`config.mk`:
```
export PLATFORM = sky130hd
export DESIGN_NAME = log_frame_sequencer
export DESIGN_NICKNAME = d
export VERILOG_FILES = /design/src/rtl/log_frame_sequencer.sv
export SDC_FILE = /design/constraint.sdc
export NUM_CORES = 1
export LEC_CHECK = 0
export ABC_AREA = 1
export BUFFER_PORTS_ARGS = -buffer_cell sky130_fd_sc_hd__buf_2
export CORE_ASPECT_RATIO = 1.75
export CORE_MARGIN = 2
export CORE_UTILIZATION = 56
export DETAILED_ROUTE_END_ITERATION = 8
export PLACE_DENSITY = 0.9
export RECOVER_POWER = 25
export SLEW_MARGIN = 10
export SYNTH_ARGS = -nofsm -noshare
export SYNTH_HDL_FRONTEND = slang
export SYNTH_SLANG_ARGS = --single-unit
```
`constraint.sdc`:
```
create_clock -name clk -period 1.9 [get_ports clk]
set_input_delay 0.095 -clock clk [delete_from_list [all_inputs] [get_ports clk]]
set_output_delay 0.095 -clock clk [all_outputs]
set_load 0.02 [all_outputs]
```
`src/rtl/log_frame_sequencer.sv`:
```
// Issue/return sequencer for the streaming log stage of the log-mel pipeline.
// Issues one sample per handshake with bin/frame tags and tracks in-flight work by credits.
module log_frame_sequencer #(
    parameter int I_BW         = 14,
    parameter int BINS         = 513,
    parameter int FRAMES       = 89,
    parameter int MAX_INFLIGHT = 8,
    parameter int IDX_W        = $clog2(BINS),
    parameter int NUM_W        = $clog2(FRAMES)
) (
    input  logic                    clk,
    input  logic                    rst,
    input  logic                    start,
    input  logic signed [I_BW-1:0]  s_data,
    input  logic                    s_valid,
    output logic                    s_ready,
    output logic signed [I_BW-1:0]  log_data_i,
    output logic                    log_di_en,
    output logic [IDX_W-1:0]        log_in_group_idx,
    output logic [NUM_W-1:0]        log_in_group_num,
    output logic                    log_is_first_in,
    output logic                    log_is_last_in,
    input  logic                    log_do_en,
    output logic                    busy,
    output logic                    frame_done,
    output logic [NUM_W-1:0]        out_frame_num,
    output logic                    done,
    output logic                    err
);

    localparam int CW = $clog2(MAX_INFLIGHT) + 1;
    localparam logic [IDX_W-1:0] LAST_IDX = IDX_W'(BINS - 1);
    localparam logic [NUM_W-1:0] LAST_NUM = NUM_W'(FRAMES - 1);
    localparam logic [CW-1:0]    MAX_CRED = CW'(MAX_INFLIGHT);

    typedef enum logic [1:0] {S_IDLE, S_RUN, S_DRAIN, S_DONE} state_t;

    state_t            r_state;
    state_t            w_state_nxt;
    logic [IDX_W-1:0]  r_iss_idx;
    logic [NUM_W-1:0]  r_iss_num;
    logic [IDX_W-1:0]  r_out_idx;
    logic [NUM_W-1:0]  r_out_frame;
    logic              r_out_all;
    logic [CW-1:0]     r_cred;
    logic [CW-1:0]     w_cred_nxt;

    logic w_hs;
    logic w_do_ok;
    logic w_do_bad;
    logic w_cnt_out;
    logic w_frame_end;
    logic w_last_out;
    logic w_last_iss;

    assign s_ready = (r_state == S_RUN) && (r_cred < MAX_CRED);
    assign busy    = (r_state != S_IDLE);
    assign done    = (r_state == S_DONE);

    assign w_hs        = s_valid && s_ready;
    // A return is legitimate only if something is in flight (or issuing this cycle).
    assign w_do_ok     = log_do_en && ((r_cred != '0) || w_hs);
    assign w_do_bad    = log_do_en && (r_cred == '0) && !w_hs;
    assign w_cnt_out   = w_do_ok && ((r_state == S_RUN) || (r_state == S_DRAIN));
    assign w_frame_end = w_cnt_out && (r_out_idx == LAST_IDX);
    assign w_last_out  = w_frame_end && (r_out_frame == LAST_NUM);
    assign w_last_iss  = w_hs && (r_iss_idx == LAST_IDX) && (r_iss_num == LAST_NUM);

    always_comb begin
        w_cred_nxt = r_cred;
        if (w_hs && !log_do_en)
            w_cred_nxt = r_cred + CW'(1);
        else if (!w_hs && w_do_ok)
            w_cred_nxt = r_cred - CW'(1);
    end

    always_comb begin
        w_state_nxt = r_state;
        case (r_state)
            S_IDLE:  if (start) w_state_nxt = S_RUN;
            S_RUN:   if (w_last_iss) w_state_nxt = S_DRAIN;
            // Leave on the edge that retires the final output so done lines up with its frame_done.
            S_DRAIN: if ((w_cred_nxt == '0) && (w_last_out || r_out_all)) w_state_nxt = S_DONE;
            S_DONE:  w_state_nxt = S_IDLE;
            default: w_state_nxt = S_IDLE;
        endcase
    end

    always_ff @(posedge clk) begin
        if (rst)
            r_state <= S_IDLE;
        else
            r_state <= w_state_nxt;
    end

    always_ff @(posedge clk) begin
        if (rst) begin
            log_data_i       <= '0;
            log_di_en        <= 1'b0;
            log_in_group_idx <= '0;
            log_in_group_num <= '0;
            log_is_first_in  <= 1'b0;
            log_is_last_in   <= 1'b0;
            frame_done       <= 1'b0;
            out_frame_num    <= '0;
            err              <= 1'b0;
            r_iss_idx        <= '0;
            r_iss_num        <= '0;
            r_out_idx        <= '0;
            r_out_frame      <= '0;
            r_out_all        <= 1'b0;
            r_cred           <= '0;
        end else begin
            log_di_en  <= w_hs;
            frame_done <= w_frame_end;
            r_cred     <= w_cred_nxt;

            if (w_hs) begin
                log_data_i       <= s_data;
                log_in_group_idx <= r_iss_idx;
                log_in_group_num <= r_iss_num;
                log_is_first_in  <= (r_iss_idx == '0);
                log_is_last_in   <= (r_iss_idx == LAST_IDX);
                if (r_iss_idx == LAST_IDX) begin
                    r_iss_idx <= '0;
                    r_iss_num <= (r_iss_num == LAST_NUM) ? '0 : r_iss_num + NUM_W'(1);
                end else begin
                    r_iss_idx <= r_iss_idx + IDX_W'(1);
                end
            end

            if (w_frame_end) begin
                out_frame_num <= r_out_frame;
                r_out_idx     <= '0;
                r_out_frame   <= (r_out_frame == LAST_NUM) ? '0 : r_out_frame + NUM_W'(1);
                if (w_last_out)
                    r_out_all <= 1'b1;
            end else if (w_cnt_out) begin
                r_out_idx <= r_out_idx + IDX_W'(1);
            end

            if (w_do_bad)
                err <= 1'b1;

            // A fresh run always begins from bin 0 / frame 0 with clean bookkeeping.
            if ((r_state == S_IDLE) && start) begin
                err         <= 1'b0;
                r_iss_idx   <= '0;
                r_iss_num   <= '0;
                r_out_idx   <= '0;
                r_out_frame <= '0;
                r_out_all   <= 1'b0;
                r_cred      <= '0;
            end
        end
    end

endmodule

```
==> metrics.txt <==
Yosys cell types 36; DP HPWL between 6000 and 7000 µm; P per Cell Area between 1000 and 1500 mW/mm²; reg2reg start r_cred[3]$_SDFF_PP0_; synth top area cells dfxtp_1, nand2_1, a21oi_1, inv_1, ha_1; vias per inst roughly 5.8; Worst-path clk slew about 0.06 ns; Worst Path Arrival ~2.1 ns; Final nets about 620; Top Ports 65; clock share of power 0.316; worst min path class primary input to flop; Post-synth top cells nand2_1, dfxtp_1, inv_1, a21oi_1, nor2_1; crit path kind flop to flop; Std-Cell Rows 39; worst skew pair latency 0.35 ns; max-slew violations 0; DR iter-0 viols ~290; R2R depth 10; CTS tree yes; clock tree buffer depth 2; Slew HR 0.643; f_max between 500 and 600 MHz; Tmin final about 1.9 ns; Total GRT Usage 0.266; synthesized area 0.00378 mm²; Synth area leader dfxtp_1; failing checks hold timing; Die Width between 60 and 70 µm; Synth Register Bits between 80 and 90; die height between 100 and 150 µm; HP Start s_data[2]; sw frac 0.355; Worst Path Max Fanout 6; Root Driver clkbuf_16; total chip power roughly 5.8 mW; total gr overflow 0; Avg Synthesized Cell Area between 7 and 8 µm²; antenna violations before repair 0; Synth top area share 0.445; CP Capture Type flop; number of synthesized flops with an enable pin 0; cell internal pwr between 3 and 4 mW; global-route wire length before repair about 15000 µm; CP Launch Type flop; Layout area overhead 28.2%; Post-synth ARST share 0; Post-Route WL ~11000 µm; Routed wire per std cell about 16 µm; Sink Count 84; cells after synthesis roughly 500; DR pass1 iterations 5; outcome finished with violations; htree depth 3; CORE AREA approximately 0.0065 mm²; Slew @ Worst Pin approximately 0.54 ns; vias in the first global route 3656; peak supply drop approximately 0.00081 V; die area 0.00745 mm²; Worst Path Required 2.14 ns; largest net degree at the start of global routing 32; reg-to-reg endpoint r_iss_idx[9]$_SDFFE_PP0N_; worst hold slack -0.00989 ns; Initial Utilization 0.578; critical path endpoint r_iss_idx[9]$_SDFFE_PP0N_; R2R Setup Slk approximately 0.038 ns; Synth Flop Type dfxtp_1; most frequent cell after synthesis nand2_1; sequential power share 0.353; layout cells sized above 1 0.224; CP Launch Point r_cred[3]$_SDFF_PP0_; # DRC 0; Final Hold Vio Count 6; power share of the combinational group 0.331; Clock Skews 0.00568 ns; RSZ-0062 raised after global routing yes; Final period util 0.980; final setup vio count 0; Final ANT Viol Nets 0; post-synthesis sequential area ratio 0.445; via count around 3900; Port Buffers 64; CTS Buf Count 9; Ant. Diodes 0; Leak slightly above 2 nW; Syn Nets 534; Max-Cap Viols 0; NetSw 2.06 mW; RD Place Congestion between 0.9 and 1; Syn. warnings 0
power groups by stage:
stage	registers (mW)	logic, mW	clock network, mW
2_1_floorplan	2.15	0.983	0
3_3_place_gp	2.04	1.45	0
3_5_place_dp	2.05	1.52	0
4_1_cts	2.02	1.55	1.82
5_1_grt	2.06	2.09	1.90
6_report	2.04	1.92	1.83
per-layer routing:
metal	vias to the layer above	global-route usage	wire (µm)	share of wire
met5	-	0	0	0
met4	0	0.166	654	0.062
met3	64	0.0616	627	0.059
met2	205	0.505	5900	0.56
met1	1819	0.238	3420	0.32
li1	1820	-	-	-
cells by family (layout without fill, tap and decap cells):
group,after synthesis,count (layout),share of synthesized area
AND/OR/NAND/NOR,225,225,0.288
AO/OA/AOI/OAI,91,91,0.124
adder cells (fa/ha/maj),16,16,0.0529
XOR/XNOR,5,5,0.0116
buffers and inverters,78,173,0.0791
flip-flops,84,84,0.445
cell type report:
type / count / area, µm²
Tap cell: 82 / 103
Multi-Input combinational cell: 337 / 1970
Inverter: 64 / 253
Sequential cell: 84 / 1690
Clock inverter: 3 / 43.8
Timing Repair Buffer: 93 / 514
Fill cell: 439 / 1690
Clock buffer: 13 / 270
placed cells by master (no fill, tap or decap), drive strengths merged, types with 2 or more instances in the layout:
| cell | instances |
|---|---|
| nand2 | 107 |
| dfxtp | 84 |
| inv | 63 |
| buf | 59 |
| a21oi | 56 |
| clkbuf | 44 |
| nor2 | 44 |
| nand3 | 35 |
| o21ai | 29 |
| ha | 16 |
| nor3 | 15 |
| nand4 | 11 |
| nor3b | 8 |
| xor2 | 4 |
| dlygate4sd3 | 3 |
| nor4 | 3 |
| clkinv | 3 |
| o21a | 2 |
| a31oi | 2 |
stage by stage:
| step | TNS, ns | area [µm²] | utilization | cells | setup slack (ns) |
|---|---|---|---|---|---|
| 2_1_floorplan | 0 | 3780 | - | 499 | 0.0487 |
| 3_3_place_gp | 0 | 4260 | 0.652 | 646 | 0.0537 |
| 3_5_place_dp | -0.131 | 4260 | 0.652 | 646 | -0.0582 |
| 4_1_cts | -0.0400 | 4620 | 0.706 | 665 | -0.0382 |
| 5_1_grt | -0.404 | 4850 | 0.741 | 676 | -0.124 |
| 6_report | 0 | 4850 | 0.741 | 676 | 0.0382 |
worst max-delay path: stages, from the launching register on:
cell,delay [ns]
dfxtp_1,0.37
inv_2,0.16
nand3_4,0.15
inv_6,0.12
nand4_2,0.17
nor3_4,0.21
nand2_1,0.11
nor2_2,0.16
nand2_1,0.08
xor2_1,0.14
nor2_1,0.05
registers in the layout, summed over array words and instances, names as in the netlist, 7 cells and up:
| signal | count |
|---|---|
| log_data_i | 14 |
| r_iss_idx | 10 |
| log_in_group_num | 7 |
| out_frame_num | 7 |
| r_iss_num | 7 |
| r_out_frame | 7 |
| log_in_group_idx | 10 |
| r_out_idx | 10 |
repair_timing:
item / CTS / global route
setup endpoints to repair: 5 / 21
pin swaps: 0 / 10
resized for setup: 3 / 51
cloned: 0 / 0
endpoints found under the hold margin: 3 / 0
hold buffers: 3 / 0
setup buffers: 0 / 11
worst min-delay path by stage:
stage | end | slack [ns] | cells after the start
global placement | log_data_i[1]$_SDFFE_PP0N_ | 0.35 | 3
CTS | log_data_i[5]$_SDFFE_PP0N_ | 0.002 | 3
detailed placement | log_data_i[4]$_SDFFE_PP0N_ | 0.35 | 3
floorplan | log_data_i[10]$_SDFFE_PP0N_ | 0.24 | 2
global route | log_data_i[5]$_SDFFE_PP0N_ | 0.01 | 3
finish | log_data_i[2]$_SDFFE_PP0N_ | -0.01 | 3
Power figures use the tool's default switching activity.
